File: src/rtl/axis_decimator_scheduler_pkg.sv
// Shared definitions for the decimator segment scheduler: FSM state
// encoding and the default decimator reset hold time per segment load.
package axis_decimator_scheduler_pkg;

  typedef enum logic [1:0] {
    ST_IDLE = 2'd0,
    ST_LOAD = 2'd1,
    ST_RUN  = 2'd2
  } sched_state_t;

  // Cycles the decimator is held in reset while a segment ratio is loaded
  localparam int DEF_LOAD_CYCLES = 2;

endpackage : axis_decimator_scheduler_pkg

File: src/rtl/axis_decimator_scheduler_if.sv
// AXI4-Stream beat bundle used on both sides of the scheduler.
// The master modport drives a stream, the slave modport consumes one.
interface axis_decimator_scheduler_if #(
  parameter int DATA_W = 32,
  parameter int USER_W = 2
);

  logic [DATA_W-1:0] tdata;
  logic              tvalid;
  logic              tready;
  logic              tlast;
  logic [USER_W-1:0] tuser;

  modport master (
    output tdata,
    output tvalid,
    output tlast,
    output tuser,
    input  tready
  );

  modport slave (
    input  tdata,
    input  tvalid,
    input  tlast,
    input  tuser,
    output tready
  );

endinterface : axis_decimator_scheduler_if

File: src/rtl/axis_decimator_scheduler.sv
// Segment scheduler for an axis_decimator. Walks a table of up to NSEG
// segments, loading each segment's ratio into the decimator under reset,
// then passing the decimator stream through while counting output beats.
// The last beat of each segment carries tlast; every beat carries the
// segment index in tuser.
module axis_decimator_scheduler
  import axis_decimator_scheduler_pkg::*;
#(
  parameter int CNTR_WIDTH       = 32,
  parameter int SMPL_WIDTH       = 32,
  parameter int AXIS_TDATA_WIDTH = 32,
  parameter int NSEG             = 4,
  parameter int LOAD_CYCLES      = DEF_LOAD_CYCLES
) (
  input  logic                          aclk,
  input  logic                          aresetn,

  input  logic                          cfg_enable,
  input  logic                          cfg_loop,
  input  logic [$clog2(NSEG):0]         cfg_nseg,
  input  logic [NSEG*CNTR_WIDTH-1:0]    cfg_ratio,
  input  logic [NSEG*SMPL_WIDTH-1:0]    cfg_count,

  output logic                          dec_aresetn,
  output logic [CNTR_WIDTH-1:0]         dec_cfg_data,

  axis_decimator_scheduler_if.slave     s_axis,
  axis_decimator_scheduler_if.master    m_axis,

  output logic                          sts_busy,
  output logic [$clog2(NSEG)-1:0]       sts_segment,
  output logic                          sts_done
);

  localparam int SEG_W  = $clog2(NSEG);
  localparam int NSEG_W = $clog2(NSEG) + 1;
  localparam int LC_W   = (LOAD_CYCLES > 1) ? $clog2(LOAD_CYCLES) : 1;

  localparam logic [NSEG_W-1:0] NSEG_MAX  = NSEG_W'(NSEG);
  localparam logic [LC_W-1:0]   LOAD_LAST = LC_W'(LOAD_CYCLES - 1);

  // Sequencer state
  sched_state_t          state_r;
  logic [SEG_W-1:0]      seg_r;
  logic [LC_W-1:0]       load_cnt_r;
  logic [SMPL_WIDTH-1:0] beat_cnt_r;
  logic                  en_prev_r;
  logic                  dec_aresetn_r;
  logic [CNTR_WIDTH-1:0] dec_cfg_data_r;
  logic                  done_r;

  // Decoded per-segment configuration
  logic [CNTR_WIDTH-1:0] ratio_tab_s [NSEG];
  logic [SMPL_WIDTH-1:0] count_tab_s [NSEG];
  logic [SMPL_WIDTH-1:0] cur_count_s;
  logic [NSEG_W-1:0]     nseg_eff_s;

  // Control decode
  logic                  run_s;
  logic                  hs_s;
  logic                  tlast_s;
  logic                  load_done_s;
  logic                  seg_end_s;
  logic [SEG_W-1:0]      next_seg_s;
  logic                  finish_s;
  logic                  unused_s;

  // Slice the packed segment tables into one entry per segment
  for (genvar k = 0; k < NSEG; k++) begin : g_tab
    assign ratio_tab_s[k] = cfg_ratio[k*CNTR_WIDTH +: CNTR_WIDTH];
    assign count_tab_s[k] = cfg_count[k*SMPL_WIDTH +: SMPL_WIDTH];
  end

  // Segment counts above the table size are clamped to the table size
  assign nseg_eff_s  = (cfg_nseg > NSEG_MAX) ? NSEG_MAX : cfg_nseg;
  assign cur_count_s = count_tab_s[seg_r];

  assign run_s       = (state_r == ST_RUN);
  assign hs_s        = run_s & s_axis.tvalid & m_axis.tready;
  // Counter stops at count-1, so it never needs to wrap
  assign tlast_s     = run_s & (beat_cnt_r == (cur_count_s - SMPL_WIDTH'(1)));
  assign load_done_s = (state_r == ST_LOAD) & (load_cnt_r == LOAD_LAST);
  // A segment ends on its tlast handshake, or right after its load when it
  // has no beats to deliver
  assign seg_end_s   = (hs_s & tlast_s) | (load_done_s & (cur_count_s == '0));

  // Choose the follow-on segment: next entry, wrap when looping, else finish
  always_comb begin
    next_seg_s = '0;
    finish_s   = 1'b0;
    if (({1'b0, seg_r} + NSEG_W'(1)) < nseg_eff_s) begin
      next_seg_s = seg_r + SEG_W'(1);
    end else if (cfg_loop) begin
      next_seg_s = '0;
    end else begin
      finish_s = 1'b1;
    end
  end

  // Sequencer FSM: state, segment index, counters and decimator controls
  always_ff @(posedge aclk) begin
    if (!aresetn) begin
      state_r        <= ST_IDLE;
      seg_r          <= '0;
      load_cnt_r     <= '0;
      beat_cnt_r     <= '0;
      en_prev_r      <= 1'b0;
      dec_aresetn_r  <= 1'b0;
      dec_cfg_data_r <= '0;
      done_r         <= 1'b0;
    end else begin
      en_prev_r <= cfg_enable;
      done_r    <= 1'b0;
      if (!cfg_enable) begin
        // Abort: back to idle silently, decimator held in reset
        state_r       <= ST_IDLE;
        seg_r         <= '0;
        load_cnt_r    <= '0;
        beat_cnt_r    <= '0;
        dec_aresetn_r <= 1'b0;
      end else if (seg_end_s) begin
        load_cnt_r    <= '0;
        beat_cnt_r    <= '0;
        dec_aresetn_r <= 1'b0;
        if (finish_s) begin
          state_r <= ST_IDLE;
          seg_r   <= '0;
          done_r  <= 1'b1;
        end else begin
          state_r        <= ST_LOAD;
          seg_r          <= next_seg_s;
          dec_cfg_data_r <= ratio_tab_s[next_seg_s];
        end
      end else begin
        case (state_r)
          ST_IDLE: begin
            if (!en_prev_r && (cfg_nseg != '0)) begin
              state_r        <= ST_LOAD;
              seg_r          <= '0;
              load_cnt_r     <= '0;
              beat_cnt_r     <= '0;
              dec_aresetn_r  <= 1'b0;
              dec_cfg_data_r <= ratio_tab_s[0];
            end
          end
          ST_LOAD: begin
            if (load_done_s) begin
              load_cnt_r    <= '0;
              state_r       <= ST_RUN;
              dec_aresetn_r <= 1'b1;
            end else begin
              load_cnt_r <= load_cnt_r + LC_W'(1);
            end
          end
          ST_RUN: begin
            if (hs_s) begin
              beat_cnt_r <= beat_cnt_r + SMPL_WIDTH'(1);
            end
          end
          default: begin
            state_r       <= ST_IDLE;
            seg_r         <= '0;
            load_cnt_r    <= '0;
            beat_cnt_r    <= '0;
            dec_aresetn_r <= 1'b0;
          end
        endcase
      end
    end
  end

  // Zero-latency stream path, closed outside RUN
  assign m_axis.tvalid = run_s & s_axis.tvalid;
  assign s_axis.tready = run_s & m_axis.tready;
  assign m_axis.tdata  = run_s ? s_axis.tdata : '0;
  assign m_axis.tlast  = tlast_s;
  assign m_axis.tuser  = run_s ? seg_r : '0;

  // The decimator never drives sideband signals of its own
  assign unused_s = s_axis.tlast ^ (^s_axis.tuser);

  assign dec_aresetn  = dec_aresetn_r;
  assign dec_cfg_data = dec_cfg_data_r;
  assign sts_busy     = (state_r != ST_IDLE);
  assign sts_segment  = seg_r;
  assign sts_done     = done_r;

endmodule : axis_decimator_scheduler

File: src/flat_wrapper.sv
// flat-port wrapper written by rule: the top's interface ports become plain ports
module axis_decimator_scheduler_flat import axis_decimator_scheduler_pkg::*;
#(
  parameter int CNTR_WIDTH       = 32,
  parameter int SMPL_WIDTH       = 32,
  parameter int AXIS_TDATA_WIDTH = 32,
  parameter int NSEG             = 4,
  parameter int LOAD_CYCLES      = DEF_LOAD_CYCLES
)
  (aclk, aresetn, cfg_enable, cfg_loop, cfg_nseg, cfg_ratio, cfg_count, dec_aresetn, dec_cfg_data, sts_busy, sts_segment, sts_done, s_axis_tdata, s_axis_tvalid, s_axis_tlast, s_axis_tuser, s_axis_tready, m_axis_tdata, m_axis_tvalid, m_axis_tlast, m_axis_tuser, m_axis_tready);
  axis_decimator_scheduler_if #(.DATA_W((32)), .USER_W(($clog2(NSEG)))) s_axis_i ();
  axis_decimator_scheduler_if #(.DATA_W((32)), .USER_W(($clog2(NSEG)))) m_axis_i ();
  input  logic aclk;
  input  logic aresetn;
  input  logic cfg_enable;
  input  logic cfg_loop;
  input  logic [$clog2(NSEG):0] cfg_nseg;
  input  logic [NSEG*CNTR_WIDTH-1:0] cfg_ratio;
  input  logic [NSEG*SMPL_WIDTH-1:0] cfg_count;
  output logic dec_aresetn;
  output logic [CNTR_WIDTH-1:0] dec_cfg_data;
  output logic sts_busy;
  output logic [$clog2(NSEG)-1:0] sts_segment;
  output logic sts_done;
  input wire logic [$bits(s_axis_i.tdata)-1:0] s_axis_tdata;
  input wire logic [$bits(s_axis_i.tvalid)-1:0] s_axis_tvalid;
  input wire logic [$bits(s_axis_i.tlast)-1:0] s_axis_tlast;
  input wire logic [$bits(s_axis_i.tuser)-1:0] s_axis_tuser;
  output wire logic [$bits(s_axis_i.tready)-1:0] s_axis_tready;
  output wire logic [$bits(m_axis_i.tdata)-1:0] m_axis_tdata;
  output wire logic [$bits(m_axis_i.tvalid)-1:0] m_axis_tvalid;
  output wire logic [$bits(m_axis_i.tlast)-1:0] m_axis_tlast;
  output wire logic [$bits(m_axis_i.tuser)-1:0] m_axis_tuser;
  input wire logic [$bits(m_axis_i.tready)-1:0] m_axis_tready;
  assign s_axis_i.tdata = s_axis_tdata;
  assign s_axis_i.tvalid = s_axis_tvalid;
  assign s_axis_i.tlast = s_axis_tlast;
  assign s_axis_i.tuser = s_axis_tuser;
  assign s_axis_tready = s_axis_i.tready;
  assign m_axis_tdata = m_axis_i.tdata;
  assign m_axis_tvalid = m_axis_i.tvalid;
  assign m_axis_tlast = m_axis_i.tlast;
  assign m_axis_tuser = m_axis_i.tuser;
  assign m_axis_i.tready = m_axis_tready;
  axis_decimator_scheduler #(.CNTR_WIDTH(CNTR_WIDTH), .SMPL_WIDTH(SMPL_WIDTH), .AXIS_TDATA_WIDTH(AXIS_TDATA_WIDTH), .NSEG(NSEG), .LOAD_CYCLES(LOAD_CYCLES)) u_core (.aclk(aclk), .aresetn(aresetn), .cfg_enable(cfg_enable), .cfg_loop(cfg_loop), .cfg_nseg(cfg_nseg), .cfg_ratio(cfg_ratio), .cfg_count(cfg_count), .dec_aresetn(dec_aresetn), .dec_cfg_data(dec_cfg_data), .s_axis(s_axis_i), .m_axis(m_axis_i), .sts_busy(sts_busy), .sts_segment(sts_segment), .sts_done(sts_done));
endmodule
File: config.mk
export PLATFORM = sky130hd
export DESIGN_NAME = axis_decimator_scheduler_flat
export DESIGN_NICKNAME = d
export VERILOG_FILES = /design/src/rtl/axis_decimator_scheduler_pkg.sv /design/src/rtl/axis_decimator_scheduler_if.sv /design/src/rtl/axis_decimator_scheduler.sv /design/src/flat_wrapper.sv
export SDC_FILE = /design/constraint.sdc
export NUM_CORES = 1
export LEC_CHECK = 0
export ABC_AREA = 1
export BUFFER_PORTS_ARGS = -buffer_cell sky130_fd_sc_hd__buf_2
export CAP_MARGIN = 10
export CORE_AREA = 2 2 145 147
export CTS_BUF_LIST = sky130_fd_sc_hd__clkbuf_4 sky130_fd_sc_hd__clkbuf_8 sky130_fd_sc_hd__clkbuf_16
export CTS_CLUSTER_DIAMETER = 40
export DETAILED_ROUTE_END_ITERATION = 12
export DIE_AREA = 0 0 147 149
export GPL_ROUTABILITY_DRIVEN = 1
export PLACE_DENSITY_LB_ADDON = 0.08
export SYNTH_ARGS = -nofsm -noshare
export SYNTH_HDL_FRONTEND = slang
export SYNTH_SLANG_ARGS = --single-unit
File: constraint.sdc
create_clock -name aclk -period 8.6 [get_ports aclk]
set_input_delay 1.29 -clock aclk [delete_from_list [all_inputs] [get_ports aclk]]
set_output_delay 1.29 -clock aclk [all_outputs]
set_load 0.01 [all_outputs]
* Yosys cells after proc, flatten, opt, wreduce, memory -nomap -nowiden
Cells that the tools add are included.
Word-level totals: register bits 72, input bits 300, output and inout bits 74, word-level logic and storage cells 94
Cells by class: add/sub/neg operators 5, magnitude comparators 4, eq/ne operators 11, mux-type cells 34, bitwise logic cells 14, reductions and logical operators 18
Operators by type and width (number):
- $mux 32 | 11
- $bmux 32 s2 | 2
- $pmux 32 s3 | 1
- $add 32x1->32 const B | 1
- $eq 32x32->1 | 1
- $logic_not 32->1 | 1
- $sub 32x1->32 const B | 1
- $mux 2 | 8
- $reduce_and 3->1 | 4
- $and 1x1->1 | 7
- $mux 1 | 7
- $ge 3x3->1 const B | 2
- $ne 2x1->1 const B | 3
- $ne 2x2->1 const B | 3
- $ne 3x1->1 const B | 2
- $not 2->3 | 2
- $pmux 1 s3 | 2
- $pmux 2 s3 | 1
- $reduce_and 2->1 | 3
- $reduce_bool 2->1 | 3
- $not 1->1 | 4
- $pmux 2 s2 | 1
- $reduce_and 4->1 | 1
- $add 2x1->3 const B | 1
- 14 further kinds | 14

* Logic depth before layout (Yosys ltp)
Gate-level depths: netlist (run 1).
depth in word-level cells 11, depth in mapped cells 27

* Worst setup path after synthesis (run 1)
OpenSTA, ideal clock, no wires.
path kind input to output, from input cfg_count[32], to output m_axis_tlast, arrival time 3087 ps, data required time 7310 ps, path slack 4223 ps, stages 15, path buffers 0, cells stage by stage nand2_1 > nand3_1 > nand2_1 > ha_1 > inv_1 > nor2_4 > nand2_1 > nor2_2 > nand2_1 > nand2_1 > nand3_1 > or3_1 > nor2_1 > nand2_1 > nor2_1
Between the ends: longest elaborated chain between the ends 6
RTL lines:
- start: declaration | RTL line flat_wrapper.sv:19 | input logic [NSEG*SMPL_WIDTH-1:0] cfg_count;
- $bmux 32 s2 | RTL line axis_decimator_scheduler.sv:76 | assign cur_count_s = count_tab_s[seg_r];
- $mux 32 (implied by the code) (2 in a row) | RTL line axis_decimator_scheduler.sv:76
- $sub 32x1->32 | RTL line axis_decimator_scheduler.sv:81 | assign tlast_s = run_s & (beat_cnt_r == (cur_count_s - SMPL_WIDTH'(1)));
- $eq 32x32->1 | RTL line axis_decimator_scheduler.sv:81
- $and 1x1->1 | RTL line axis_decimator_scheduler.sv:81
- end: declaration | RTL line flat_wrapper.sv:32 | output wire logic [$bits(m_axis_i.tlast)-1:0] m_axis_tlast;
No other way between the ends. The select of a mux whose other input is x is not followed.

* Worst setup path after layout (run 1)
from register u_core.seg_r[0] (netlist: u_core.sts_segment[0]), to output m_axis_tlast
Between the ends: longest elaborated chain between the ends 7
RTL lines:
- start: declaration | RTL line axis_decimator_scheduler.sv:44 | logic [SEG_W-1:0] seg_r;
- start signal: assignment | RTL line axis_decimator_scheduler.sv:131 | seg_r <= next_seg_s;
- $not 2->3 (implied by the code) | RTL line axis_decimator_scheduler.sv:76
- $bmux 32 s2 | RTL line axis_decimator_scheduler.sv:76
- $mux 32 (implied by the code) (2 in a row) | RTL line axis_decimator_scheduler.sv:76
- $sub 32x1->32 | RTL line axis_decimator_scheduler.sv:81
- $eq 32x32->1 | RTL line axis_decimator_scheduler.sv:81
- $and 1x1->1 | RTL line axis_decimator_scheduler.sv:81
No other way between the ends. The select of a mux whose other input is x is not followed.

==> metrics.csv, run 1 <==
metric;value;unit
coreArea;0.0206;mm2
synth_edf_count;0;
grt_overflow;0;
cellLeakagePower;0.00547;uW
endpoint_type_of_the_worst_setup_path;primary output;
gr-usage-all-layers;25.4;%
timing.critical_path.fanout_max;97;
synth_flop_cell;sky130_fd_sc_hd__dfxtp_1;
crit_top_cell;sky130_fd_sc_hd__nand2_1;
fillerInstances;2343;
final_period_minus_worst_setup_slack;5.47;ns
fraction_of_the_yosys_area_taken_by_sequential_cells;19.0;%
place.detailed.hpwl;22600;um
routed_wirelength;28300;um
first_pass_grt_wire_length;45200;um
ys_async_sr_fraction;0;%
drcViolationCount;0;
timing.max_cap.violations;0;
synthesis.area;0.00758;mm2
fin_hold_ws;0.490;ns
post-route-period-util;63.6;%
synthesis.nets;1740;
ir_worst_vdd;0.0000924;V
worst_ep_required_time;7.31;ns
cp_slowest_cell;sky130_fd_sc_hd__buf_4;
hold_buffers;0;
diodes;0;
sequential_standard_cell_area;0.00144;mm2
clk_pin_slew;0.07;ns
timing.critical_path.slowest_cell_delay;0.52;ns
detail_route.first_pass.iterations;6;
worst-endpoint-arrival;4.18;ns
multi_input_comb_area;0.00518;mm2
average_size_of_a_mapped_cell;5.30;um2
number_of_antenna_violations_at_the_first_check_in_global_routing;2;
numClockSinks;72;
synth.distinct_cells;46;
clockBufferDepth;2;
clock_insertion_delay_worst_skew;0.35;ns
syn_inst;1430;
cts_tree;built;
rows;53;
cts.repair.resized;0;
worst-setup-path-type;flop to primary output;
ctsHtreeMaxLevel;3;
final-setup-viol-count;0;
critical_path_buf_inv_count;5;
timing.final.hold_violations;0;
maximum_number_of_pins_on_one_net_before_global_route_repair;98;
holdCritPathClass;flop to flop;
worst_pin_slew;0.964;ns
rsz_0062_raised_after_global_routing;no;
finalMaxSlewViolations;0;
dr_total_vias;9693;
detail_route.wl_per_cell;13.9;um
floorplan.die.height;149;um
place.port_buffers;370;
grt_pass1_vias;9095;
postCtsSetupBuffers;0;
critical-path-top-delay-family;simple AND/OR/NAND/NOR gates;
initial_util;36.9;%
run_status;complete, no violations;
ys.warnings.count;0;
yosys_register_bits;72;
cts_inserted_buffers;9;
detail_route.iter0.violations;460;
post_route_antenna_net_violation_count;0;
routed_via_density;4.76;
layout_cells_sized_above_1;24.5;%
fin_worst_skew;0.0140;ns
crit_path_start_kind;flop;
finalPower;1030;uW
timing.slew.headroom;35.7;%
fin_nets;2065;
worstPathCellList;buf_4 > inv_2 > buf_4 > nand2_1 > nand3_1 > nand2_1 > ha_1 > inv_1 > nor2_4 > nand2_1 > nor2_2 > nand2_1 > nand2_1 > nand4_1 > or3_1 > nor2_1 > nand2_1 > nor2_1 > buf_2;
fp.dieW;147;um
maxClockFrequency;183;MHz
top_level_ports;374;
power-per-cell-area;105;mW/mm2
root_buffer;sky130_fd_sc_hd__clkbuf_16;
finalWeightedCongestion;0.952;
floorplan.die_area;0.0219;mm2
setup_total_negative_slack;0;ns
synthToLayoutAreaGrowth;29.6;%
stage by stage:
stage / util, % / area, um2 / std cells / setup WS [ns]
floorplan: - / 7580 / 1430 / 4.22
global placement: 46.2 / 9490 / 2019 / 3.32
CTS: 47.8 / 9820 / 2035 / 3.14
global route: 47.8 / 9820 / 2035 / 2.63
finish: 47.8 / 9820 / 2035 / 3.13
detailed placement: 46.2 / 9490 / 2019 / 3.23
path summary, 6_finish.rpt:
kind                                           endpoint  depth (start not counted)                  start  slack, ns
worst max-delay path                       m_axis_tlast                         19  u_core.sts_segment[0]       3.13
worst min-delay path                 u_core.dec_aresetn                          2     u_core.dec_aresetn       0.49
worst max register to register  u_core.dec_cfg_data[17]                         22  u_core.sts_segment[0]       3.24
worst min register to register       u_core.dec_aresetn                          2     u_core.dec_aresetn       0.49
cell usage after synthesis (7+ instances only):
master	n	area, um2
sky130_fd_sc_hd__a21oi_1	14	70.1
sky130_fd_sc_hd__buf_2	21	105
sky130_fd_sc_hd__buf_6	8	90.1
sky130_fd_sc_hd__clkbuf_1	24	90.1
sky130_fd_sc_hd__dfxtp_1	72	1440
sky130_fd_sc_hd__ha_1	10	125
sky130_fd_sc_hd__inv_1	154	578
sky130_fd_sc_hd__inv_2	8	30.0
sky130_fd_sc_hd__nand2_1	545	2050
sky130_fd_sc_hd__nand3_1	104	521
sky130_fd_sc_hd__nand3b_1	7	52.6
sky130_fd_sc_hd__nand4_1	9	56.3
sky130_fd_sc_hd__nor2_1	227	852
sky130_fd_sc_hd__nor2_4	7	78.8
sky130_fd_sc_hd__nor3_1	14	70.1
sky130_fd_sc_hd__nor3b_2	9	113
sky130_fd_sc_hd__o21ai_0	79	395
sky130_fd_sc_hd__o22ai_1	33	206
sky130_fd_sc_hd__xor2_1	33	289
flip-flops by register name, summed over array words and instances (netlist names):
register / flops
u_core.en_prev_r: 1
u_core.sts_done: 1
u_core.beat_cnt_r: 32
u_core.load_cnt_r: 1
u_core.dec_aresetn: 1
u_core.sts_segment: 2
u_core.state_r: 2
u_core.dec_cfg_data: 32
where the power goes:
part	switching [uW]	total, uW	internal (uW)
clock	154	413	259
sequential	7.38	356	349
combinational	147	259	111
total	309	1030	719
metal layers:
layer / track usage [%] / up-vias / share of wire (%) / routed length, um
li1: - / 5110 / - / -
met1: 30.5 / 4234 / 43 / 12100
met2: 45.2 / 306 / 48 / 13700
met3: 6.09 / 43 / 6.6 / 1860
met4: 7.60 / 0 / 2.4 / 689
met5: 0 / - / 0 / 0
worst reg2reg max path, cell delays in order, from the launching register on:
cell                      delay [ns]
sky130_fd_sc_hd__dfxtp_2        0.31
sky130_fd_sc_hd__buf_4          0.30
sky130_fd_sc_hd__inv_2          0.13
sky130_fd_sc_hd__buf_4          0.74
sky130_fd_sc_hd__nand2_1        0.18
sky130_fd_sc_hd__nand3_1        0.12
sky130_fd_sc_hd__nand2_1        0.09
sky130_fd_sc_hd__ha_1           0.29
sky130_fd_sc_hd__a21oi_1        0.13
sky130_fd_sc_hd__o21ai_0        0.09
sky130_fd_sc_hd__nor3_1         0.39
sky130_fd_sc_hd__nand4_1        0.14
sky130_fd_sc_hd__nor2_1         0.13
sky130_fd_sc_hd__nand2_1        0.06
sky130_fd_sc_hd__nor2_1         0.14
sky130_fd_sc_hd__nand3_2        0.14
sky130_fd_sc_hd__nand2_1        0.49
sky130_fd_sc_hd__buf_4          0.42
sky130_fd_sc_hd__nand2_1        0.15
sky130_fd_sc_hd__nand2_2        0.10
sky130_fd_sc_hd__nand2_4        0.35
sky130_fd_sc_hd__nor2_1         0.28
sky130_fd_sc_hd__nor2_1         0.07
logic make-up after synthesis:
group | count (synthesis) | share of synthesized area, %
DFF | 72 | 19.0
and+or+nand+nor | 941 | 51.7
xor gates and xnor gates | 37 | 4.28
AOI/OAI and AO/OA | 142 | 10.6
buffers and inverters | 228 | 12.7
adders and majority gates | 10 | 1.65
layout make-up:
class / count / share of cell area (%)
clock buffers: 10 / 2.37
clock inverters: 6 / 0.943
inverters: 164 / 6.27
multi-input cells: 1130 / 52.8
flip-flops and latches: 72 / 14.7
well taps: 275 / 3.50
repair buffers: 378 / 19.5
cells in the final DEF (no fill, tap or decap), types with 4 or more instances in the layout:
cell type,Yosys,routed
sky130_fd_sc_hd__nor3_1,14,14
sky130_fd_sc_hd__nand4_1,9,9
sky130_fd_sc_hd__o21ai_0,79,79
sky130_fd_sc_hd__nor2_4,7,7
sky130_fd_sc_hd__buf_2,21,370
sky130_fd_sc_hd__nor2_1,227,227
sky130_fd_sc_hd__o22ai_1,33,33
sky130_fd_sc_hd__ha_1,10,10
sky130_fd_sc_hd__nand2_1,545,545
sky130_fd_sc_hd__nor4_1,4,4
sky130_fd_sc_hd__buf_4,5,8
sky130_fd_sc_hd__nand3_1,104,103
sky130_fd_sc_hd__xor2_1,33,33
sky130_fd_sc_hd__dfxtp_1,72,71
sky130_fd_sc_hd__nor3b_2,9,9
sky130_fd_sc_hd__clkbuf_16,0,9
sky130_fd_sc_hd__a21oi_1,14,14
sky130_fd_sc_hd__nand3b_1,7,7
sky130_fd_sc_hd__inv_1,154,154
sky130_fd_sc_hd__xnor2_1,4,4
sky130_fd_sc_hd__inv_2,8,8
Power figures use the tool's default switching activity.
==> inputs of run 2 (changes only) <==
Settings changed: CORE_AREA 2 2 145 147 to 2 2 144 146, DIE_AREA 0 0 147 149 to 0 0 146 148.
Clock period 8.6 ns to 4.9 ns, I/O delays scaled along.
==> metrics.csv, run 2 (synthesized netlist as in run 1, its figures left out) <==
metric;value;unit;change
hold_buffers;0;;unchanged
endpoint_type_of_the_worst_setup_path;primary output;;
setup_slack;0.633;ns;-2.50 ns
ctsHtreeMaxLevel;3;;unchanged
run_status;complete, no violations;;
timing.critical_path.fanout_max;32;;-67%
post-route-period-util;87.1;%;
synthToLayoutAreaGrowth;29.6;%;about the same
clockBufferDepth;2;;unchanged
timing.max_cap.violations;0;;unchanged
clk_pin_slew;0.06;ns;about the same
finalWeightedCongestion;0.937;;-1.5%
post_dp_cell_area;0.00950;mm2;about the same
timing.final.hold_violations;0;;unchanged
grt_pass1_vias;9188;;+1.0%
place.detailed.hpwl;23200;um;+2.8%
finalMaxSlewViolations;0;;unchanged
worst_pin_slew;0.979;ns;+0.0155 ns
layout_cells_sized_above_1;24.5;%;+0.043 points
worst_ep_required_time;4.16;ns;-3.15 ns
rsz_0062_raised_after_global_routing;no;;
grt_overflow;0;;unchanged
detail_route.iter0.violations;437;;-5.0%
floorplan.die.height;148;um;-0.67%
maximum_number_of_pins_on_one_net_before_global_route_repair;70;;-29%
crit_top_cell;sky130_fd_sc_hd__nand2_1;;
detail_route.first_pass.iterations;7;;+1
holdCritPathClass;flop to flop;;
top_level_ports;374;;unchanged
most-common-layout-cells;sky130_fd_sc_hd__nand2_1, sky130_fd_sc_hd__buf_2, sky130_fd_sc_hd__nor2_1;;
coreArea;0.0200;mm2;-2.5%
clock_insertion_delay_worst_skew;0.34;ns;about the same
detail_route.wl_per_cell;14.3;um;+2.6%
floorplan.die_area;0.0216;mm2;-1.3%
power-per-cell-area;183;mW/mm2;+75%
maxClockFrequency;234;MHz;
final_period_minus_worst_setup_slack;4.27;ns;
power_switching_share;30.3;%;+0.25 points
critical-path-top-delay-family;simple AND/OR/NAND/NOR gates;;
critical_path_buf_inv_count;3;;-2
p_switching;545;uW;+77%
number_of_antenna_violations_at_the_first_check_in_global_routing;0;;-2
worstPathCellList;inv_2 > nand3_1 > nand2_1 > ha_1 > inv_1 > nor2_4 > nand2_1 > nor2_2 > nand2_1 > nand2_1 > nand4_1 > or3_1 > nor2_1 > nand2_1 > nor2_1 > buf_2;;
finalPower;1800;uW;+75%
routed_wirelength;29000;um;+2.5%
preCtsSetupSlack;0.698;ns;-2.53 ns
ir_worst_vdd;0.000122;V;+31%
post_route_antenna_net_violation_count;0;;unchanged
final_area;0.00982;mm2;about the same
timing.slew.headroom;34.7;%;-1.0 points
final-setup-viol-count;0;;unchanged
routed_via_density;4.82;;+1.3%
cp_slowest_cell;sky130_fd_sc_hd__inv_2;;
cts_inserted_buffers;9;;unchanged
setup_total_negative_slack;0;ns;unchanged
fp.dieW;146;um;-0.68%
power_frac_seq;34.8;%;about the same
first_pass_grt_wire_length;45800;um;+1.1%
initial_util;37.8;%;+0.95 points
timing.critical_path.slowest_cell_delay;0.44;ns;-0.08 ns
power_frac_clock;39.9;%;-0.3 points
numClockSinks;72;;unchanged
postCtsSetupBuffers;0;;unchanged
fin_worst_skew;0.0120;ns;-0.00204 ns
worst-endpoint-arrival;3.53;ns;-0.65 ns
place.port_buffers;370;;unchanged
cts_tree;built;;
utilization;49.0;%;+1.3 points
rows;52;;-1.9%
drcViolationCount;0;;unchanged
combinationalPowerShare;25.3;%;about the same
p_int;1250;uW;+74%
crit_path_start_kind;flop;;
cts.repair.resized;0;;unchanged
fin_nets;2067;;+0.097%
gr-usage-all-layers;26.2;%;+0.80 points
layout.cells.most_common;sky130_fd_sc_hd__nand2_1;;
dr_total_vias;9800;;+1.1%
cellLeakagePower;0.00548;uW;about the same
worst-setup-path-type;flop to primary output;;
root_buffer;sky130_fd_sc_hd__clkbuf_16;;
==> run 2: tightest hold or removal path, cell delays in order, from the launching register on <==
cell and delay [ns]:
sky130_fd_sc_hd__dfxtp_1 0.32, sky130_fd_sc_hd__inv_1 0.07, sky130_fd_sc_hd__a21oi_1 0.06
==> run 2: worst paths after layout <==
check,depth (start not counted),to,from,slack [ns]
setup reg to reg,24,u_core.dec_cfg_data[31],u_core.sts_segment[1],0.81
hold reg to reg,2,u_core.beat_cnt_r[29],u_core.beat_cnt_r[29],0.49
setup / recovery,16,m_axis_tlast,u_core.sts_segment[1],0.63
hold / removal,2,u_core.beat_cnt_r[29],u_core.beat_cnt_r[29],0.49
==> run 2: power by group through the flow <==
stage | clock network [uW] | registers (uW) | logic [uW]
4_1_cts | 736 | 627 | 457
3_5_place_dp | 0 | 640 | 454
3_3_place_gp | 0 | 638 | 453
6_report | 718 | 627 | 455
2_1_floorplan | 0 | 650 | 239
5_1_grt | 754 | 630 | 519
==> run 2: final cells by class <==
type                            count  area (um2)
Multi-Input combinational cell   1130        5180
Antenna cell                        1        2.50
Sequential cell                    72        1440
Timing Repair Buffer              380        1930
Inverter                          164         616
Fill cell                        2289       10200
Clock inverter                      6        92.6
Clock buffer                        9         225
Tap cell                          270         338
==> run 2: metrics by stage <==
step | cells | hold WS, ns
2_1_floorplan | 1430 | 0.454
3_3_place_gp | 2016 | 0.467
3_5_place_dp | 2016 | 0.480
4_1_cts | 2031 | 0.491
5_1_grt | 2031 | 0.523
6_report | 2032 | 0.490
==> run 2: routing by layer <==
layer  vias to the layer above  track usage (%)  share of wire, %
met5                         -                0                 0
met4                         0             8.79               3.0
met3                        57             7.04               8.0
met2                       322             45.4                47
li1                       5110                -                 -
met1                      4311             31.6                42
